**src/rtl/oq_pkg.sv**
```systemverilog
// Shared constants and commit-state type for the order_queue commit path.
// Build option: COMMIT_STATS_EN (see commit_ctrl).
package oq_pkg;

   localparam int TAG_W = 5;
   localparam int NTAGS = 1 << TAG_W;

   typedef enum logic [1:0] {
      IDLE   = 2'd0,
      WAIT   = 2'd1,
      STALL  = 2'd2,
      RETIRE = 2'd3
   } commit_state_e;

   // Priority IDLE > WAIT > STALL > RETIRE; RETIRE is exactly the pop condition.
   function automatic commit_state_e next_state(input logic empty,
                                                input logic head_done,
                                                input logic stall);
      if (empty)
         return IDLE;
      else if (!head_done)
         return WAIT;
      else if (stall)
         return STALL;
      else
         return RETIRE;
   endfunction

endpackage

```
**src/rtl/tag_scoreboard.sv**
```systemverilog
// Per-tag completion flags: set by CDB, cleared by dispatch or commit, async read.
// A clear always beats a set on the same tag in the same cycle.
module tag_scoreboard
   import oq_pkg::*;
(
   input  logic             clock,
   input  logic             reset,
   input  logic             set_en,
   input  logic [TAG_W-1:0] set_tag,
   input  logic             disp_clr_en,
   input  logic [TAG_W-1:0] disp_clr_tag,
   input  logic             pop_clr_en,
   input  logic [TAG_W-1:0] pop_clr_tag,
   input  logic [TAG_W-1:0] rd_tag,
   output logic             rd_done
);

   logic [NTAGS-1:0] done_q;
   logic [NTAGS-1:0] done_d;

   generate
      for (genvar gi = 0; gi < NTAGS; gi++) begin : g_entry
         logic set_hit;
         logic clr_hit;

         assign set_hit = set_en && (set_tag == TAG_W'(gi));
         assign clr_hit = (disp_clr_en && (disp_clr_tag == TAG_W'(gi))) ||
                          (pop_clr_en  && (pop_clr_tag  == TAG_W'(gi)));

         assign done_d[gi] = clr_hit ? 1'b0 : (set_hit ? 1'b1 : done_q[gi]);
      end
   endgenerate

   always_ff @(posedge clock or posedge reset) begin
      if (reset)
         done_q <= '0;
      else
         done_q <= done_d;
   end

   // No bypass: a completion written this edge is visible only next cycle.
   assign rd_done = done_q[rd_tag];

endmodule

```
**src/rtl/commit_ctrl.sv**
```systemverilog
// In-order commit sequencer for the order_queue: gates dispatch pushes, tracks
// completions and pops the head tag once done. Optional counters: COMMIT_STATS_EN.
module commit_ctrl
   import oq_pkg::*;
(
   input  logic             clock,
   input  logic             reset,
   input  logic             disp_valid,
   input  logic [TAG_W-1:0] disp_tag,
   output logic             disp_ready,
   input  logic             cdb_valid,
   input  logic [TAG_W-1:0] cdb_tag,
   input  logic             commit_stall,
   output logic [TAG_W-1:0] oq_in_data,
   output logic             oq_new_data,
   output logic             oq_out_data,
   input  logic [TAG_W-1:0] oq_data,
   input  logic             oq_full,
   input  logic             oq_empty,
   output logic             commit_valid,
   output logic [TAG_W-1:0] commit_tag,
   output logic [TAG_W:0]   pending_cnt
`ifdef COMMIT_STATS_EN
   ,
   output logic [31:0]      stat_commits,
   output logic [31:0]      stat_stalls
`endif
);

   logic             push;
   logic             pop;
   logic             head_done;

   commit_state_e    state_q;
   commit_state_e    state_d;
   logic             commit_valid_q;
   logic             commit_valid_d;
   logic [TAG_W-1:0] commit_tag_q;
   logic [TAG_W-1:0] commit_tag_d;
   logic [TAG_W:0]   pending_cnt_q;
   logic [TAG_W:0]   pending_cnt_d;
   logic             state_unused;

`ifdef COMMIT_STATS_EN
   logic [31:0]      stat_commits_q;
   logic [31:0]      stat_commits_d;
   logic [31:0]      stat_stalls_q;
   logic [31:0]      stat_stalls_d;
`endif

   tag_scoreboard u_sb (
      .clock        (clock),
      .reset        (reset),
      .set_en       (cdb_valid),
      .set_tag      (cdb_tag),
      .disp_clr_en  (push),
      .disp_clr_tag (disp_tag),
      .pop_clr_en   (pop),
      .pop_clr_tag  (oq_data),
      .rd_tag       (oq_data),
      .rd_done      (head_done)
   );

   // The full flag alone gates dispatch; a same-cycle pop never admits a push.
   always_comb begin
      disp_ready  = !oq_full;
      push        = disp_valid && !oq_full;
      pop         = !oq_empty && head_done && !commit_stall;
      oq_in_data  = disp_tag;
      oq_new_data = push;
      oq_out_data = pop;
   end

   always_comb begin
      state_d        = next_state(oq_empty, head_done, commit_stall);
      commit_valid_d = pop;
      commit_tag_d   = pop ? oq_data : commit_tag_q;
      pending_cnt_d  = pending_cnt_q;
      case ({push, pop})
         2'b10:   pending_cnt_d = pending_cnt_q + (TAG_W+1)'(1);
         2'b01:   pending_cnt_d = pending_cnt_q - (TAG_W+1)'(1);
         default: pending_cnt_d = pending_cnt_q;
      endcase
   end

`ifdef COMMIT_STATS_EN
   always_comb begin
      stat_commits_d = stat_commits_q + {31'd0, pop};
      stat_stalls_d  = stat_stalls_q;
      if ((state_d == WAIT) || (state_d == STALL))
         stat_stalls_d = stat_stalls_q + 32'd1;
   end
`endif

   always_ff @(posedge clock or posedge reset) begin
      if (reset) begin
         state_q        <= IDLE;
         commit_valid_q <= 1'b0;
         commit_tag_q   <= '0;
         pending_cnt_q  <= '0;
`ifdef COMMIT_STATS_EN
         stat_commits_q <= '0;
         stat_stalls_q  <= '0;
`endif
      end else begin
         state_q        <= state_d;
         commit_valid_q <= commit_valid_d;
         commit_tag_q   <= commit_tag_d;
         pending_cnt_q  <= pending_cnt_d;
`ifdef COMMIT_STATS_EN
         stat_commits_q <= stat_commits_d;
         stat_stalls_q  <= stat_stalls_d;
`endif
      end
   end

   // The state register is for observation only and steers no output.
   assign state_unused = ^state_q;

   assign commit_valid = commit_valid_q;
   assign commit_tag   = commit_tag_q;
   assign pending_cnt  = pending_cnt_q;

`ifdef COMMIT_STATS_EN
   assign stat_commits = stat_commits_q;
   assign stat_stalls  = stat_stalls_q;
`endif

endmodule

```
**config.mk**
```make
export PLATFORM = sky130hd
export DESIGN_NAME = commit_ctrl
export DESIGN_NICKNAME = d
export VERILOG_FILES = /design/src/rtl/oq_pkg.sv /design/src/rtl/tag_scoreboard.sv /design/src/rtl/commit_ctrl.sv
export SDC_FILE = /design/constraint.sdc
export NUM_CORES = 1
export LEC_CHECK = 0
export CORE_ASPECT_RATIO = 0.75
export CORE_MARGIN = 2
export CORE_UTILIZATION = 35
export DETAILED_ROUTE_END_ITERATION = 12
export GPL_TIMING_DRIVEN = 0
export PLACE_DENSITY_LB_ADDON = 0.15
export SYNTH_ARGS = -nofsm -noshare
export SYNTH_HDL_FRONTEND = slang
export SYNTH_HIERARCHICAL = 1
export SYNTH_SLANG_ARGS = --single-unit
```
**constraint.sdc**
```tcl
create_clock -name clock -period 4.5 [get_ports clock]
set_input_delay 0.9 -clock clock [delete_from_list [all_inputs] [get_ports clock]]
set_output_delay 0.9 -clock clock [all_outputs]
set_load 0.02 [all_outputs]
```
==> results of run 1 <==
path summary, 6_finish.rpt:
path / from / endpoint / slack [ns] / depth (start not counted)
setup / recovery: oq_data[1] / oq_out_data / 0.23 / 10
hold / removal: commit_tag[4]$_DFFE_PP0P_ / commit_tag[4]$_DFFE_PP0P_ / 0.49 / 1
setup reg to reg: u_sb/done_q[15]$_DFFE_PP0P_ / pending_cnt[5]$_DFFE_PP0P_ / 1.39 / 13
hold reg to reg: commit_tag[4]$_DFFE_PP0P_ / commit_tag[4]$_DFFE_PP0P_ / 0.49 / 1
max in group asynchronous: reset / u_sb/done_q[14]$_DFFE_PP0P_ / 3.12 / 3
min in group asynchronous: reset / u_sb/done_q[21]$_DFFE_PP0P_ / 0.91 / 2
power breakdown:
part / switching, W / internal, W / leakage, nW
Combinational: 0.000271 / 0.000246 / 0.767
Clock: 0.000152 / 0.000165 / 0.0541
Sequential: 0.0000731 / 0.000509 / 0.533
Total: 0.000496 / 0.000920 / 1.35
cells by family after synthesis:
| kind of cell | Yosys count |
|---|---|
| buffers and inverters | 22 |
| adder cells (fa/ha/maj) | 6 |
| AO/OA/AOI/OAI | 87 |
| AND/OR/NAND/NOR | 84 |
| flip-flops | 44 |
| multiplexers | 22 |
| XOR/XNOR | 3 |
flip-flops by register name, indices dropped and copies added (netlist names):
signal and cells:
u_sb/done_q 32, commit_valid 1, pending_cnt 6, commit_tag 5
what timing repair did:
action,4_1_cts,5_1_grt
buffers inserted,2,0
endpoints found under the hold margin,0,0
setup endpoints to repair,1,0
gates resized for setup,0,0
routing by layer:
metal  global-route usage  vias up
li1                     -     1113
met1                0.307     1142
met2                0.285       91
met3               0.0369        5
met4               0.0365        0
met5                    0        -
cell usage after synthesis (2+ instances only):
| cell | number | area [um^2] |
|---|---|---|
| buf_4 | 5 | 37.5 |
| inv_1 | 9 | 33.8 |
| a221oi_1 | 28 | 245 |
| buf_2 | 3 | 15.0 |
| nand2b_1 | 6 | 37.5 |
| and2b_1 | 2 | 15.0 |
| nor2b_1 | 26 | 163 |
| nand3_1 | 2 | 10.0 |
| nand2_1 | 16 | 60.1 |
| o21ai_1 | 3 | 15.0 |
| a21oi_1 | 37 | 185 |
| nor2_1 | 15 | 56.3 |
| nor3b_1 | 2 | 15.0 |
| and2_1 | 4 | 25.0 |
| mux2i_1 | 17 | 170 |
| mux2_1 | 5 | 56.3 |
| a22oi_1 | 4 | 30.0 |
| dfrtp_1 | 44 | 1100 |
| a311oi_1 | 4 | 35.0 |
| nor3_1 | 6 | 30.0 |
| xor2_1 | 2 | 17.5 |
| clkbuf_1 | 3 | 11.3 |
| o2111ai_1 | 2 | 17.5 |
| ha_1 | 5 | 62.6 |
stage by stage:
step / hold slack [ns] / setup slack, ns / setup TNS (ns) / power (W) / util
floorplan: 0.547 / 0.917 / 0 / 0.000897 / -
global placement: 0.470 / -0.0664 / -0.148 / 0.00109 / 0.433
detailed placement: 0.477 / -0.167 / -0.386 / 0.00110 / 0.433
CTS: 0.499 / 0.257 / 0 / 0.00142 / 0.450
global route: 0.514 / 0.0506 / 0 / 0.00150 / 0.454
finish: 0.494 / 0.228 / 0 / 0.00142 / 0.454
layout make-up:
type | count | area [um^2] | area share
Buffer | 13 | 95.1 | 0.0286
Timing Repair Buffer | 44 | 453 | 0.136
Inverter | 9 | 33.8 | 0.0102
Sequential cell | 44 | 1100 | 0.331
Multi-Input combinational cell | 202 | 1410 | 0.423
Tap cell | 101 | 126 | 0.0380
Clock inverter | 3 | 42.5 | 0.0128
Clock buffer | 5 | 68.8 | 0.0207
==> results.md, run 1 <==
* Cells after DPL at 410
* Skew-Pair Late Insertion Delay at between 0.3 and 0.4 ns
* Slowest cell delay on critical path at roughly 0.53 ns
* Final slew viol count at 0
* Post-synthesis mux area share at 0.0859
* Leading register cell type out of synthesis: dfrtp_1
* Highest routed layer: met4
* DRC violations left at 0
* Setup Skew at roughly 0.016 ns
* Avg WL per Cell at 19.1 um
* Hold Path Class: reg2reg
* Total grt overflow at 0
* FMAX at 0.234 GHz
* Worst Path Buf+Inv at 4
* # fillers at 734
* Outcome: finished clean
* Simple-gate share of the synthesized area at 0.175
* Drt total wl at just over 8000 um
* Highest-count cells in the layout ignoring fill and taps: dfrtp_1, clkdlybuf4s50_1, a21oi_1, a221oi_1, nor2b_1
* Worst-path cell with the longest stage delay: clkdlybuf4s50_1
* Routed wl met3 at between 500 and 600 um
* Cell Area, Placed at around 3200 um^2
* Final ANT Viol Nets at 0
* CP most frequent cell: clkdlybuf4s50_1
* RD Place Congestion at 0.882
* Vias in the first global route at 2221
* Fin area at 3330 um^2
* Met2 wire length at 3330 um
* # diodes at 0
* Largest family of logic cells by synthesized area: compound AO/OA/AOI/OAI gates
* Clock sinks at 44
* Via count at between 2000 and 2500
* Syn_area_per_cell at 9.84 um^2
* Critical Path Start Type: input pin
* Seq cells post-synth at 44
* FP Rows at 27
* Die extent in x at 104 um
* Initial Util at 0.360
* Tmin final at about 4.3 ns
* Pre-Repair DR Iteration Count at 5
* Slew margin rel. at 0.460
* Max VDD drop at about 0.18 mV
* Post-synthesis compound-gate area fraction at 0.232
* TritonCTS Buffers at 5
* Yosys warning count at 6
* Cell family with most CP delay: buffers and inverters
* Net count, final at roughly 350
* Seq/Total Area, Yosys at 0.418
* I/O Pins at between 40 and 50
* Post-CTS Hold Buffers at 0
* Number of synthesized flops with an enable pin at 0
* Fin cells at 421
* HPWL after DPL at ~5900 um
* CTS tree: built
* Leading cell type in the layout, fill and taps excluded: dfrtp_1
* H-tree Lvls at 2
* Kind of end point of the critical path: output pin
* CP max FO at 10
* PD cells at 426 nW/um^2
* Metal-1 WL at 4180 um
* Post-synth ARST share at 1.00
* Synth cell types at 42
* PortBufs at a little over 40
* Share of layout cells above drive strength 1 at 0.0750
* Unrepaired setup endpoints after global routing: false
* WP data required at around 3.6 ns
* Setup CP Type: in2out
* First-pass GRT wire length at between 10000 and 15000 um
* Final Hold Fails at 0
* Max Root-Sink Buffers at 2
* Synth Cell Area at 2640 um^2
* Avg Vias per Cell at between 5 and 6
* Cells along the critical path: clkdlybuf4s50_1 > buf_6 > buf_12 > mux2i_1 > a22oi_1 > nand3_1 > nand2_1 > a311o_1 > nor3b_4 > clkdlybuf4s50_1
* Post-route clock period utilization at 0.949
* Core Footprint at 7330 um^2
* Clock-pin transition on the worst setup and hold timing paths at about 0.090 ns
* Mapped Cells at between 200 and 300
* Largest net degree at the start of global routing at 33
* Slew at the pin closest to its max-slew limit at 0.807 ns
* Syn Nets at 296
* Crit path DAT at 3.37 ns
* DIE AREA at a little over 8000 um^2
* Area Overhead vs Synth at 26.2%
* Initial antenna violation count at 0
* CTS Root Cell: clkbuf_8
* Initial DRC Count at between 200 and 250
* Lkg Pwr at 1.35 nW
* Final setup violation count at 0
* Post-Synth Adder-Cell Area at 0.0313
* Max-Cap Viols at 0
* Post-synthesis xor/xnor area fraction at 0.00997
* Die extent in y at 79.2 um
* GRT Overall Usage at 0.198
Note: power is estimated with default switching activity, not from simulation.
==> inputs of run 2 (changes only) <==
- CORE_MARGIN: 2 -> unset
- DONT_BUFFER_PORTS: unset -> 1
==> run 2 against run 1 <==
Sequential share of layout area increased by 5.2 points. Sequential power increased by 9.6%. Clock power decreased by 16%. Cell count decreased by 10%. First-iteration DRC count decreased by 8.4%. Register-to-register slack got worse by 0.26 ns. Via count decreased by 6.2%. Largest cell class unchanged. Wire length decreased by 4.8%. Die area decreased by 4.4%. Critical endpoint is now pending_cnt[4]$_DFFE_PP0P_. Setup slack improved by 0.42 ns. Critical path type is now in2reg. Critical path depth increased by 5. Maximum frequency increased by 11%.
==> results.md, run 2 (synthesis gave the netlist of run 1 again) <==
* H-tree Lvls at 2
* Slew at the pin closest to its max-slew limit at between 0.8 and 0.9 ns
* Vias in the first global route at about 2100
* RD Place Congestion at a little over 0.8
* Final ANT Viol Nets at 0
* Initial DRC Count at roughly 210
* Max VDD drop at 0.141 mV
* CTS Root Cell: clkbuf_8
* Avg WL per Cell at 20.3 um
* Outcome: finished clean
* CP max FO at 10
* Max-Cap Viols at 0
* Hold Path Class: in2async
* Crit path DAT at 4.05 ns
* Kind of end point of the critical path: register
* Initial antenna violation count at 0
* I/O Pins at 42
* Fin cells at between 300 and 400
* Largest net degree at the start of global routing at 33
* CTS tree: built
* Reg2reg path depth at 13
* Cells after DPL at 369
* # resized after CTS at 0
* Final Hold Fails at 0
* Area Overhead vs Synth at 9.07%
* Biggest register: u_sb/done_q
* Clock-pin transition on the worst setup and hold timing paths at approximately 0.09 ns
* Pre-Repair DR Iteration Count at 5
* PD cells at roughly 440 nW/um^2
* Avg Vias per Cell at 5.84
* Via count at between 2000 and 2500
* Net count, final at just over 300
* Largest register FFs at 32
* Total grt overflow at 0
* FMAX at roughly 0.26 GHz
* Drt total wl at about 7700 um
* Unrepaired setup endpoints after global routing: false
* Multi-input gate area at between 1000 and 1500 um^2
* Register area at between 1000 and 1500 um^2
* Skew-Pair Late Insertion Delay at about 0.30 ns
* Fin Setup TNS at 0 ns
* # diodes at 0
* Die extent in x at a little over 100 um
* Setup CP Type: in2reg
* Critical Path Start Type: input pin
* TritonCTS Buffers at 5
* WP data required at between 4 and 5 ns
* Post-CTS setup buffers at 0
* GRT Overall Usage at 0.206
* Clock sinks at 44
* DIE AREA at 7890 um^2
* Initial Util at 0.360
* Final slew viol count at 0
* Highest-count cells in the layout ignoring fill and taps: dfrtp_1, a21oi_1, a221oi_1, nor2b_1, mux2i_1
* Final setup violation count at 0
* Die extent in y at ~77 um
* DRC violations left at 0
* Slew margin rel. at 0.455
* Lkg Pwr at around 1.2 nW
* Post-CTS Hold Buffers at 0
* HPWL after DPL at roughly 5700 um
* First-pass GRT wire length at 11800 um
* FP Rows at 27
* Max Root-Sink Buffers at 2
* PortBufs at 0
* Core Footprint at roughly 7300 um^2
* Share of layout cells above drive strength 1 at 0.0794
* Tmin final at 3.85 ns
* Leading cell type in the layout, fill and taps excluded: dfrtp_1
* Post-route clock period utilization at 0.855
* # fillers at ~750
* Setup Skew at around 0.012 ns
## run 2: changes by cell type in the layout (fill, tap and decap cells not counted), sizes merged
cell / delta
clkinv: +1
clkinvlp: -1
clkdlybuf4s50: -41
buf: -2
bufinv: -1
clkbuf: +1
## run 2: worst max-delay path, stage by stage
cell and delay, ns:
buf_6 0.13, buf_12 0.16, mux2i_1 0.17, a22oi_1 0.18
nand3_1 0.10, nand2_1 0.07, a311o_1 0.13, nor3b_4 0.61
ha_1 0.45, inv_1 0.13, fa_1 0.41, nor2b_1 0.16
o21ai_1 0.11, nor3b_1 0.15, o31ai_1 0.18
## run 2: worst paths after layout
| path | from | endpoint | slack [ns] |
|---|---|---|---|
| max in group asynchronous | reset | pending_cnt[5]$_DFFE_PP0P_ | 3.65 |
| min in group clock | u_sb/done_q[19]$_DFFE_PP0P_ | u_sb/done_q[19]$_DFFE_PP0P_ | 0.58 |
| max reg2reg | u_sb/done_q[17]$_DFFE_PP0P_ | pending_cnt[4]$_DFFE_PP0P_ | 1.13 |
| min reg2reg | u_sb/done_q[19]$_DFFE_PP0P_ | u_sb/done_q[19]$_DFFE_PP0P_ | 0.58 |
| max | oq_data[1] | pending_cnt[4]$_DFFE_PP0P_ | 0.65 |
| min | reset | u_sb/done_q[21]$_DFFE_PP0P_ | 0.38 |
## run 2: routing by layer
layer / GRT usage / wire, um / up-vias
met5: 0 / 0 / -
met4: 0.0457 / 64 / 0
met3: 0.0583 / 555 / 8
met2: 0.281 / 3250 / 81
met1: 0.315 / 3800 / 1092
li1: - / - / 1025
## run 2: final cells by class
class	count	share of cell area
multi-input combinational	202	0.489
sequential	44	0.383
tap	101	0.0440
buffer	13	0.0331
clock buffer	6	0.0287
inverter	9	0.0117
timing repair buffer	1	0.00696
clock inverter	2	0.00348
## run 2: report_power, final
part,internal [W],switching [W]
clock network,0.000123,0.000141
registers,0.000509,0.000129
logic,0.000158,0.000191
## run 2: metrics by stage
step	area [um^2]	hold slack (ns)	setup WS (ns)	total power, W	util
3_5_place_dp	2760	0.573	0.340	0.000990	0.377
4_1_cts	2860	0.514	0.639	0.00126	0.389
2_1_floorplan	2640	0.547	0.917	0.000897	-
5_1_grt	2880	0.380	0.338	0.00134	0.392
6_report	2880	0.383	0.651	0.00125	0.392
3_3_place_gp	2760	0.566	0.329	0.000989	0.377
